**src/rtl/spi_xfer_pkg.sv**
```systemverilog
// ============================================================================
// Module  : spi_xfer_pkg
// Brief   : Shared types, lane encodings and helpers for the SPI sequencer.
// Revision: 1.0 - initial release
// ============================================================================
`default_nettype none

package spi_xfer_pkg;

  localparam int TXSTR_W = 72;

  localparam logic [1:0] SPI_SINGLE = 2'd0;
  localparam logic [1:0] SPI_DUAL   = 2'd1;
  localparam logic [1:0] SPI_QUAD   = 2'd2;

  typedef enum logic [2:0] {
    IDLE  = 3'd0,
    SETUP = 3'd1,
    LEAD  = 3'd2,
    XFER  = 3'd3,
    TAIL  = 3'd4,
    HOLD  = 3'd5,
    DONE  = 3'd6
  } state_t;

  // log2 of the lane count; mode 3 falls back to single
  function automatic logic [1:0] lane_shift(input logic [1:0] mode);
    case (mode)
      SPI_DUAL: return 2'd1;
      SPI_QUAD: return 2'd2;
      default:  return 2'd0;
    endcase
  endfunction

endpackage

`default_nettype wire

```
**src/rtl/spi_sclk_gen.sv**
```systemverilog
// ============================================================================
// Module  : spi_sclk_gen
// Brief   : Half-period divider producing sclk level, edge pulses and a
//           rising-edge count while enabled.
// Revision: 1.0 - initial release
// ============================================================================
`default_nettype none

module spi_sclk_gen #(
  parameter int CLK_DIV_W = 8
) (
  input  logic                 clk,
  input  logic                 rst,
  input  logic                 en,
  input  logic [CLK_DIV_W-1:0] half,
  output logic                 sclk_lvl,
  output logic                 rise,
  output logic                 fall,
  output logic                 pre_tick,
  output logic [7:0]           edge_cnt
);

  localparam logic [CLK_DIV_W-1:0] ONE = CLK_DIV_W'(1);
  localparam logic [CLK_DIV_W-1:0] TWO = CLK_DIV_W'(2);

  logic [CLK_DIV_W-1:0] cnt;
  logic                 tick;

  // rise/fall flag the cycle whose closing edge toggles sclk
  assign tick     = en && (cnt == half - ONE);
  assign rise     = tick && !sclk_lvl;
  assign fall     = tick && sclk_lvl;
  assign pre_tick = en && (half != ONE) && (cnt == half - TWO);

  always_ff @(posedge clk or posedge rst) begin
    if (rst) begin
      cnt      <= '0;
      sclk_lvl <= 1'b0;
      edge_cnt <= '0;
    end else if (!en) begin
      cnt      <= '0;
      sclk_lvl <= 1'b0;
      edge_cnt <= '0;
    end else if (tick) begin
      cnt      <= '0;
      sclk_lvl <= !sclk_lvl;
      if (!sclk_lvl) edge_cnt <= edge_cnt + 8'd1;
    end else begin
      cnt <= cnt + ONE;
    end
  end

endmodule

`default_nettype wire

```
**src/rtl/spi_xfer_ctrl.sv**
```systemverilog
// ============================================================================
// Module  : spi_xfer_ctrl
// Brief   : SPI transaction sequencer driving the latch stage. Optional
//           clock polarity support is built when SPI_XFER_CPOL_EN is defined.
// Revision: 1.0 - initial release
// ============================================================================
`default_nettype none

module spi_xfer_ctrl
  import spi_xfer_pkg::*;
#(
  parameter int CLK_DIV_W = 8,
  parameter int CS_HOLD   = 2
) (
  input  logic                 clk,
  input  logic                 rst,
  input  logic                 req_valid,
  output logic                 req_ready,
  input  logic [7:0]           cmd,
  input  logic [31:0]          addr,
  input  logic                 addr_en,
  input  logic [31:0]          wdata,
  input  logic [2:0]           wdata_bytes,
  input  logic [6:0]           rx_bits,
  input  logic [3:0]           dummy,
  input  logic [1:0]           tx_mode,
  input  logic [1:0]           rx_mode,
  input  logic [CLK_DIV_W-1:0] clk_div,
`ifdef SPI_XFER_CPOL_EN
  input  logic                 cpol,
`endif
  output logic                 sclk,
  output logic                 ss_n,
  output logic                 sclk_en,
  output logic                 latchout_en,
  output logic                 latchin_en,
  output logic                 setup_rst,
  output logic                 loadtxdata_en,
  output logic [TXSTR_W-1:0]   txstr,
  output logic [7:0]           mosistop_cnt,
  output logic [6:0]           misostop_cnt,
  output logic                 dualtx_en,
  output logic                 quadtx_en,
  output logic                 dualrx,
  output logic                 quadrx,
  output logic [3:0]           dummy_cycles,
  input  logic                 sending_done,
  output logic                 busy,
  output logic                 done
);

  localparam logic [CLK_DIV_W-1:0] ONE = CLK_DIV_W'(1);
  localparam int                   HOLD_W = (CS_HOLD < 2) ? 1 : $clog2(CS_HOLD);
  localparam logic [HOLD_W-1:0]    HOLD_LAST = HOLD_W'(CS_HOLD - 1);

  state_t               state;
  logic [CLK_DIV_W-1:0] half_r;
  logic [CLK_DIV_W-1:0] tail_cnt;
  logic [HOLD_W-1:0]    hold_cnt;
  logic [7:0]           edges_r;
  logic                 sticky_err;

  logic                 sclk_lvl, rise, fall, pre_tick;
  logic [7:0]           edge_cnt;

  logic [2:0]           wb;
  logic [1:0]           tx_sh, rx_sh;
  logic [7:0]           tx_l, tx_raw, tx_bits, edges;
  logic [6:0]           rx_l, rx_r, miso;
  logic [31:0]          wd;
  logic [CLK_DIV_W-1:0] half;

  // Request-derived strings and counts, registered on capture
  always_comb begin
    wb      = (wdata_bytes > 3'd4) ? 3'd4 : wdata_bytes;
    tx_sh   = lane_shift(tx_mode);
    rx_sh   = lane_shift(rx_mode);
    tx_l    = 8'd1 << tx_sh;
    rx_l    = 7'd1 << rx_sh;
    tx_raw  = 8'd8 + (addr_en ? 8'd32 : 8'd0) + {2'b00, wb, 3'b000};
    tx_bits = (tx_raw + tx_l - 8'd1) & ~(tx_l - 8'd1);
    rx_r    = (rx_bits + rx_l - 7'd1) & ~(rx_l - 7'd1);
    miso    = (rx_r >= rx_l) ? (rx_r - rx_l) : 7'd0;
    edges   = (tx_bits >> tx_sh) + {4'b0000, dummy} + {1'b0, rx_r >> rx_sh};
    case (wb)
      3'd0:    wd = 32'h0;
      3'd1:    wd = wdata & 32'hFF00_0000;
      3'd2:    wd = wdata & 32'hFFFF_0000;
      3'd3:    wd = wdata & 32'hFFFF_FF00;
      default: wd = wdata;
    endcase
    half = (clk_div == '0) ? ONE : clk_div;
  end

  spi_sclk_gen #(.CLK_DIV_W(CLK_DIV_W)) u_sclk_gen (
    .clk      (clk),
    .rst      (rst),
    .en       ((state == LEAD) || (state == XFER)),
    .half     (half_r),
    .sclk_lvl (sclk_lvl),
    .rise     (rise),
    .fall     (fall),
    .pre_tick (pre_tick),
    .edge_cnt (edge_cnt)
  );

`ifdef SPI_XFER_CPOL_EN
  logic cpol_r;
  always_ff @(posedge clk or posedge rst) begin
    if (rst)                                    cpol_r <= 1'b0;
    else if (req_valid && (state == IDLE))      cpol_r <= cpol;
  end
  // idle level tracks the live input so the pin settles before a request
  assign sclk = sclk_lvl ^ ((state == IDLE) ? cpol : cpol_r);
`else
  assign sclk = sclk_lvl;
`endif

  assign req_ready = (state == IDLE);
  assign busy      = (state != IDLE);

  always_ff @(posedge clk or posedge rst) begin
    if (rst) begin
      state         <= IDLE;
      ss_n          <= 1'b1;
      sclk_en       <= 1'b0;
      latchout_en   <= 1'b0;
      latchin_en    <= 1'b0;
      setup_rst     <= 1'b0;
      loadtxdata_en <= 1'b0;
      done          <= 1'b0;
      txstr         <= '0;
      mosistop_cnt  <= '0;
      misostop_cnt  <= '0;
      dualtx_en     <= 1'b0;
      quadtx_en     <= 1'b0;
      dualrx        <= 1'b0;
      quadrx        <= 1'b0;
      dummy_cycles  <= '0;
      half_r        <= ONE;
      edges_r       <= '0;
      tail_cnt      <= '0;
      hold_cnt      <= '0;
      sticky_err    <= 1'b0;
    end else begin
      latchout_en   <= 1'b0;
      latchin_en    <= 1'b0;
      setup_rst     <= 1'b0;
      loadtxdata_en <= 1'b0;
      done          <= 1'b0;
      case (state)
        IDLE: if (req_valid) begin
          txstr         <= {cmd, (addr_en ? addr : wd), (addr_en ? wd : 32'h0)};
          mosistop_cnt  <= tx_bits;
          misostop_cnt  <= miso;
          dualtx_en     <= (tx_mode == SPI_DUAL);
          quadtx_en     <= (tx_mode == SPI_QUAD);
          dualrx        <= (rx_mode == SPI_DUAL);
          quadrx        <= (rx_mode == SPI_QUAD);
          dummy_cycles  <= dummy;
          half_r        <= half;
          edges_r       <= edges;
          setup_rst     <= 1'b1;
          loadtxdata_en <= 1'b1;
          ss_n          <= 1'b0;
          state         <= SETUP;
        end
        SETUP: begin
          // with a one-cycle half-period the whole LEAD is the pre-rise cycle
          latchout_en <= (half_r == ONE);
          state       <= LEAD;
        end
        LEAD: begin
          if (pre_tick) latchout_en <= 1'b1;
          if (rise) begin
            latchin_en <= 1'b1;
            sclk_en    <= 1'b1;
            state      <= XFER;
          end
        end
        XFER: begin
          if (rise) latchin_en <= 1'b1;
          if (fall) begin
            if (edge_cnt == edges_r) begin
              sclk_en  <= 1'b0;
              tail_cnt <= '0;
              state    <= TAIL;
              if (!sending_done) sticky_err <= 1'b1;
            end else begin
              latchout_en <= 1'b1;
            end
          end
        end
        TAIL: begin
          if (tail_cnt == half_r - ONE) begin
            ss_n     <= 1'b1;
            hold_cnt <= '0;
            if (CS_HOLD == 0) begin
              done  <= 1'b1;
              state <= DONE;
            end else begin
              state <= HOLD;
            end
          end else begin
            tail_cnt <= tail_cnt + ONE;
          end
        end
        HOLD: begin
          if (hold_cnt == HOLD_LAST) begin
            done  <= 1'b1;
            state <= DONE;
          end else begin
            hold_cnt <= hold_cnt + HOLD_W'(1);
          end
        end
        default: state <= IDLE;
      endcase
    end
  end

endmodule

`default_nettype wire

```
**config.mk**
```make
export PLATFORM = sky130hd
export DESIGN_NAME = spi_xfer_ctrl
export DESIGN_NICKNAME = d
export VERILOG_FILES = /design/src/rtl/spi_xfer_pkg.sv /design/src/rtl/spi_sclk_gen.sv /design/src/rtl/spi_xfer_ctrl.sv
export SDC_FILE = /design/constraint.sdc
export NUM_CORES = 1
export LEC_CHECK = 0
export CORE_ASPECT_RATIO = 2
export CORE_MARGIN = 3
export CORE_UTILIZATION = 30
export DETAILED_ROUTE_END_ITERATION = 7
export SETUP_SLACK_MARGIN = 0.02
export SYNTH_ARGS = -nofsm -noshare
export SYNTH_HDL_FRONTEND = slang
export SYNTH_HIERARCHICAL = 1
export SYNTH_SLANG_ARGS = --single-unit
export TNS_END_PERCENT = 100
```
**constraint.sdc**
```tcl
create_clock -name clk -period 5.5 [get_ports clk]
set_clock_uncertainty 0.2 [all_clocks]
set_input_delay 1.1 -clock clk [delete_from_list [all_inputs] [get_ports clk]]
set_output_delay 1.1 -clock clk [all_outputs]
set_load 0.02 [all_outputs]
```
# Yosys cells after proc, flatten, opt, wreduce, memory -nomap -nowiden
# Index checks and enable logic that the tools add are counted.
# op_classes
add_sub_neg	17
n_lt_le_gt_ge	2
n_eq_ne	27
shift	4
muxes	47
bitwise	4
n_reduce_logical	23
# op_table
operator	count
32-bit one-hot mux with 4 select lines	1
8-bit 2-to-1 mux	9
32-bit 2-to-1 mux	2
8-bit == test	4
8-bit by 1-bit adder with 8-bit output (second input constant)	3
8-bit by 1-bit subtractor with 8-bit output (second input constant)	3
3-bit 2-to-1 mux	7
1-bit 2-to-1 mux	18
3-bit one-hot mux with 6 select lines	1
2-bit inequality test (second input constant)	8
8-bit one-hot mux with 2 select lines	1
7-bit by 1-bit subtractor with 7-bit output (second input constant)	2
3-bit by 2-bit == test with 1-bit output (second input constant)	4
7-bit by 6-bit adder with 8-bit output	1
8-bit by 4-bit adder with 8-bit output	1
8-bit by 7-bit adder with 8-bit output	1
8-bit adder	1
8-bit bitwise AND	1
8-bit by 1-bit == test with 1-bit output (second input constant)	1
8-bit logical NOT	1
8-bit by 1-bit inequality test with 1-bit output (second input constant)	1
8-bit NOT	1
2-bit one-hot mux with 2 select lines	2
4-bit AND reduction	2
other kinds (32)	48
# word_totals
reg_bits	146
in_bits	103
output_inout_bits	105
word_cells	146

# Depth between registers and ports, before layout
# logic_depth
ltp_word	9
mapped_depth	23
mapped_depth_nobuf	23

# By module
# The synthesis kept the hierarchy.
# modules_own_cells
mod	n_inst	cells_each	area_per_inst_um2	seq_area_each_um2
spi_xfer_ctrl	1	766	6959.2	3180.6
spi_sclk_gen	1	133	1217.4	425.4

# Worst setup path after synthesis
# No wires, ideal clock.
# synth_timing
kind	input port to flip-flop
startpoint	input port tx_mode[0]
endpoint	register edges_r[6]
setup_time_ns	0.136
t_arrival_ns	4.998
required_ns	5.164
path_slack_ns	0.165
stages	21
n_path_buf	1
cell_sequence	inv_1 ha_1 clkbuf_1 and2_1 ha_1 ha_1 nor2b_1 o21ai_0 nand2_1 xor2_1 mux2_2 a21oi_1 fa_1 inv_1 ha_1 a21o_1 a21oi_1 o21bai_1 a21oi_1 xor2_1 o21ai_0
# synth_between
elab_chain_cells	9
elab_cells_between_ends	12
classes_between	add/sub: 5; eq/ne: 2; shift: 2; mux: 1; bitwise: 2
# synth_rtl
item	line	source
start: declaration	spi_xfer_ctrl.sv:26	input logic [1:0] tx_mode,
2-bit == test / 2-bit by 1-bit == test with 1-bit output (equally long branches)	spi_xfer_pkg.sv:28	case (mode)
2-bit one-hot mux with 2 select lines (*)	spi_xfer_pkg.sv:28	
1-bit by 2-bit << shifter with 8-bit output	spi_xfer_ctrl.sv:78	tx_l = 8'd1 << tx_sh;
8-bit adder / 8-bit by 1-bit subtractor with 8-bit output (equally long branches)	spi_xfer_ctrl.sv:81	tx_bits = (tx_raw + tx_l - 8'd1) & ~(tx_l - 8'd1);
8-bit by 1-bit subtractor with 8-bit output / 8-bit NOT (equally long branches)	spi_xfer_ctrl.sv:81	
8-bit bitwise AND	spi_xfer_ctrl.sv:81	
8-bit by 2-bit right shift with 8-bit output (*)	spi_xfer_ctrl.sv:84	edges = (tx_bits >> tx_sh) + {4'b0000, dummy} + {1'b0, rx_r >> rx_sh};
8-bit by 4-bit adder with 8-bit output (*)	spi_xfer_ctrl.sv:84	
8-bit by 7-bit adder with 8-bit output (*)	spi_xfer_ctrl.sv:84	
end signal: assignment	spi_xfer_ctrl.sv:162	edges_r <= edges;
end: declaration	spi_xfer_ctrl.sv:60	logic [7:0] edges_r;
# Every way passes the cells marked *; elsewhere a longest branch is shown, timed or not.
# A chain may end at the register's enable or synchronous reset.

# Worst setup path after layout
# layout_timing
startpoint	input port rx_mode[0]
endpoint	register edges_r[6]
# layout_between
elab_chain_cells	8
elab_cells_between_ends	11
classes_between	add/sub: 4; eq/ne: 2; shift: 2; mux: 1; bitwise: 2
# layout_rtl
item	line	source
start: declaration	spi_xfer_ctrl.sv:27	input logic [1:0] rx_mode,
2-bit == test / 2-bit by 1-bit == test with 1-bit output (equally long branches)	spi_xfer_pkg.sv:28	
2-bit one-hot mux with 2 select lines (*)	spi_xfer_pkg.sv:28	
1-bit by 2-bit << shifter with 7-bit output	spi_xfer_ctrl.sv:79	rx_l = 7'd1 << rx_sh;
7-bit adder / 7-bit by 1-bit subtractor with 7-bit output (equally long branches)	spi_xfer_ctrl.sv:82	rx_r = (rx_bits + rx_l - 7'd1) & ~(rx_l - 7'd1);
7-bit by 1-bit subtractor with 7-bit output / 7-bit NOT (equally long branches)	spi_xfer_ctrl.sv:82	
7-bit bitwise AND	spi_xfer_ctrl.sv:82	
7-bit by 2-bit right shift with 7-bit output (*)	spi_xfer_ctrl.sv:84	
8-bit by 7-bit adder with 8-bit output (*)	spi_xfer_ctrl.sv:84	
# Marks and branches as above.

==> flow_metrics.py <==
metrics = {
    "critical_path": {
        "path_buf_inv": 4,
        "cpLargestDelayFamily": "adder cells",
        "critPathLaunchType": "input port",
        "crit_path_end_kind": "flop",
        "crit_path_max_incr_delay_ns": 0.49,
        "critPathKind": "in2reg",
        "worst_path_max_delay_cell": "clkdlybuf4s50_1",
        "path_max_fanout": 2,
        "crit_required_ns": 5.58,
        "crit_arrival_ns": 5.36,
        "cp_cell_sequence": "clkdlybuf4s50_1 -> inv_1 -> ha_1 -> or2_2 -> ha_2 -> inv_2 -> fa_2 -> nor2b_2 -> o21a_1 -> or3_1 -> and2_1 -> mux2_4 -> mux2i_2 -> fa_1 -> inv_2 -> ha_1 -> a21o_1 -> a21oi_2 -> o21bai_1 -> a21oi_1 -> xor2_1 -> o21ai_1",
    },
    "synthesis": {
        "synthAdderAreaFrac_pct": 7.284,
        "post_synth_xor_area_fraction_pct": 6.488,
        "seq_area_frac_synth_pct": 44.10,
        "ys_warn_count": 6,
        "avgSynthCellArea_um2": 9.095,
        "ys_ff_latch": 144,
        "synth_ff_type": "dfrtp_1",
        "synth_area_mm2": 0.008177,
        "synth_compound_area_share_pct": 14.95,
        "synth_top_family_by_area": "simple AND/OR/NAND/NOR gates",
        "synth-simple-area-share_pct": 21.59,
        "netlist_instances": 899,
        "synth_edf_count": 0,
        "postSynth.asyncResetShare_pct": 100.0,
        "yosys-mux-area-fraction_pct": 1.132,
        "synth_cell_type_count": 71,
    },
    "global_routing": {
        "grt_overflow": 0,
        "grt_max_degree": 105,
        "grt_util_all_layers_pct": 17.98,
        "antenna_found_initial": 1,
        "grt_pass1_wl_um": 40190,
        "grt_pass1_vias": 7488,
    },
    "floorplan": {
        "core_area_mm2": 0.02659,
        "die_area_mm2": 0.02939,
        "die_y_um": 239.5,
        "start_util_pct": 30.75,
        "dieWidth_um": 122.7,
        "io_pins": 208,
        "rows": 84,
    },
    "final_layout": {
        "fin_cells": 1479,
        "fillerInstances": 2600,
        "syn2layout_area_growth_pct": 40.24,
        "drive_gt1_share_pct": 9.965,
        "finalNetCount": 1268,
    },
    "timing": {
        "setup_violations": 0,
        "worst_pin_slew_ns": 1.137,
        "rsz0062_at_grt": "no",
        "fmax_mhz": 189.2,
        "fin_tns_setup_ns": 0,
        "maxSlewViolCount": 0,
        "final_hold_viol_count": 0,
        "post-route-min-period_ns": 5.287,
        "relSlewSlack_pct": 23.59,
        "final.period_utilization_pct": 96.12,
        "whs_ns": 0.2645,
    },
    "clock_tree": {
        "root_buffer": "clkbuf_16",
        "cts.sink_count": 144,
        "htree_levels": 4,
        "ctsHoldBuffers": 0,
        "clk_pin_slew_ns": 0.06,
        "numCtsBuffers": 17,
        "cts_buffer_depth": 2,
        "cts_tree": "built",
        "clock_latency_ns": 0.44,
        "post_cts_buffers": 0,
    },
    "hold_path": {
        "hp-class": "reg2reg",
    },
    "placed_design": {
        "portBuffers": 204,
        "dp.cells": 1446,
        "globalplace.congestion": 0.8254,
        "dp_hpwl_um": 19140,
    },
    "routing": {
        "postRouteAntennaNets": 0,
        "routed_via_density": 4.887,
        "drc_errors": 0,
        "first_pass_iters": 4,
        "avgRoutedWirePerCell_um": 17.48,
        "dr.first_iter.drc_count": 382,
        "vias": 7228,
        "drt-total-wl_um": 25860,
    },
    "outcome": {
        "status": "finished clean",
    },
    "job": {
        "maxCapViolations": 0,
    },
    "pwr": {
        "leakage_nw": 5.110,
        "ir_worst_vdd_uv": 235.1,
        "power.density_mw_per_mm2": 504.1,
    },
}
[metal layers]
metal / wire [um] / vias to the layer above / track usage, %
met5: 0 / - / 0
met4: 737 / 0 / 7.172
met3: 941 / 36 / 3.639
met2: 14300 / 170 / 33.25
met1: 9873 / 3486 / 19.62
li1: - / 3536 / -
[power by group]
| part | switching, mW | internal [mW] | total, mW |
|---|---|---|---|
| registers | 0.335 | 1.46 | 1.79 |
| clock network | 0.491 | 0.719 | 1.21 |
| logic | 1.51 | 1.26 | 2.78 |
[stage by stage]
step	setup slack, ns	power, mW	utilization (%)	area [um2]
after detailed placement	-0.3248	4.581	40.61	10800
after global routing	0.02049	6.168	43.13	11470
after floorplan	0.1653	3.343	-	8180
after CTS	0.1409	5.836	42.89	11410
final	0.2132	5.781	43.13	11470
after global placement	-0.2563	4.539	40.61	10800
[worst register-to-register path, cell delays in order, from the launching register on]
cell	delay, ns
dfrtp_1	0.56
inv_1	0.12
ha_1	0.24
nand2b_1	0.12
or4b_1	0.54
a21oi_1	0.44
o211ai_4	0.20
nor2_1	0.18
nand2_1	0.08
or3_1	0.52
nand2_1	0.16
o211ai_2	0.08
[synthesized netlist by cell type (4+ instances only)]
cell | count | area share, %
mux2i_1 | 7 | 0.86
fa_1 | 6 | 1.5
buf_1 | 4 | 0.18
nor4_1 | 5 | 0.38
a31oi_1 | 6 | 0.46
nand2b_1 | 10 | 0.77
a21oi_1 | 29 | 1.8
and3_1 | 7 | 0.54
a221oi_1 | 32 | 3.4
a22o_1 | 18 | 1.9
dfrtp_1 | 142 | 43
o21a_1 | 6 | 0.55
inv_1 | 46 | 2.1
nand2_1 | 154 | 7.1
nor2_1 | 103 | 4.7
xnor2_1 | 22 | 2.4
a21o_1 | 6 | 0.55
xor2_1 | 36 | 3.9
nor2b_1 | 10 | 0.77
o31ai_1 | 5 | 0.46
nor3_1 | 13 | 0.80
nand3_1 | 31 | 1.9
ha_1 | 38 | 5.8
nand4_1 | 4 | 0.31
clkbuf_1 | 31 | 1.4
o21ai_0 | 31 | 1.9
or3_1 | 11 | 0.84
o21ai_1 | 10 | 0.61
and2_1 | 10 | 0.77
[cells by family after synthesis]
logic type                 after synthesis
DFF                                    144
other                                    1
xor gates and xnor gates                59
and+or+nand+nor                        382
muxes                                    9
AOI/OAI and AO/OA                      170
buffers and inverters                   90
adders and majority gates               44
[cell type report]
type | instances | area, um2 | share of cell area, %
clock inverters | 11 | 127.6 | 1.113
repair buffers | 244 | 2357 | 20.56
inverters | 48 | 185.2 | 1.615
well taps | 344 | 430.4 | 3.753
clock buffers | 21 | 480.5 | 4.190
flip-flops and latches | 144 | 3606 | 31.45
multi-input cells | 666 | 4278 | 37.31
diodes | 1 | 2.502 | 0.02182
[sequential cells by signal, summed over array words and instances, names as in the netlist, 4 cells and up]
register             cells
dummy_cycles             4
u_sclk_gen/cnt           8
txstr                   72
edges_r                  8
tail_cnt                 8
u_sclk_gen/edge_cnt      8
mosistop_cnt             6
misostop_cnt             7
half_r                   8
[cell usage in the layout (no fill, tap or decap), types with 9 or more instances in the layout]
cell type / count
clkdlybuf4s50_1: 203
nand2_1: 153
dfrtp_1: 142
nor2_1: 102
inv_1: 43
buf_4: 39
ha_1: 36
xor2_1: 35
a221oi_1: 32
nand3_1: 31
o21ai_0: 28
a21oi_1: 23
xnor2_1: 22
a22o_1: 18
clkbuf_16: 17
nor3_1: 13
o21ai_1: 13
or3_1: 11
nand2b_1: 10
and2_1: 10
nor2b_1: 9
[repair_timing]
action                     in CTS  in global routing
gates resized for setup         0                 22
hold endpoints to repair        0                  0
setup endpoints to repair       0                  4
[path summary, 6_finish.rpt]
kind	from	endpoint	slack [ns]	cells past startpoint
max	rx_mode[0]	edges_r[6]$_DFFE_PP0P_	0.21	22
min	txstr[18]$_DFFE_PP0P_	txstr[18]$_DFFE_PP0P_	0.26	2
max reg2reg	half_r[2]$_DFFE_PP0P_	tail_cnt[4]$_DFFE_PP0P_	1.92	11
min reg2reg	txstr[18]$_DFFE_PP0P_	txstr[18]$_DFFE_PP0P_	0.26	2
max in group asynchronous	rst	txstr[51]$_DFFE_PP0P_	3.04	3
min in group asynchronous	rst	u_sclk_gen/cnt[6]$_DFF_PP0_	0.99	2
Power figures use the tool's default switching activity.
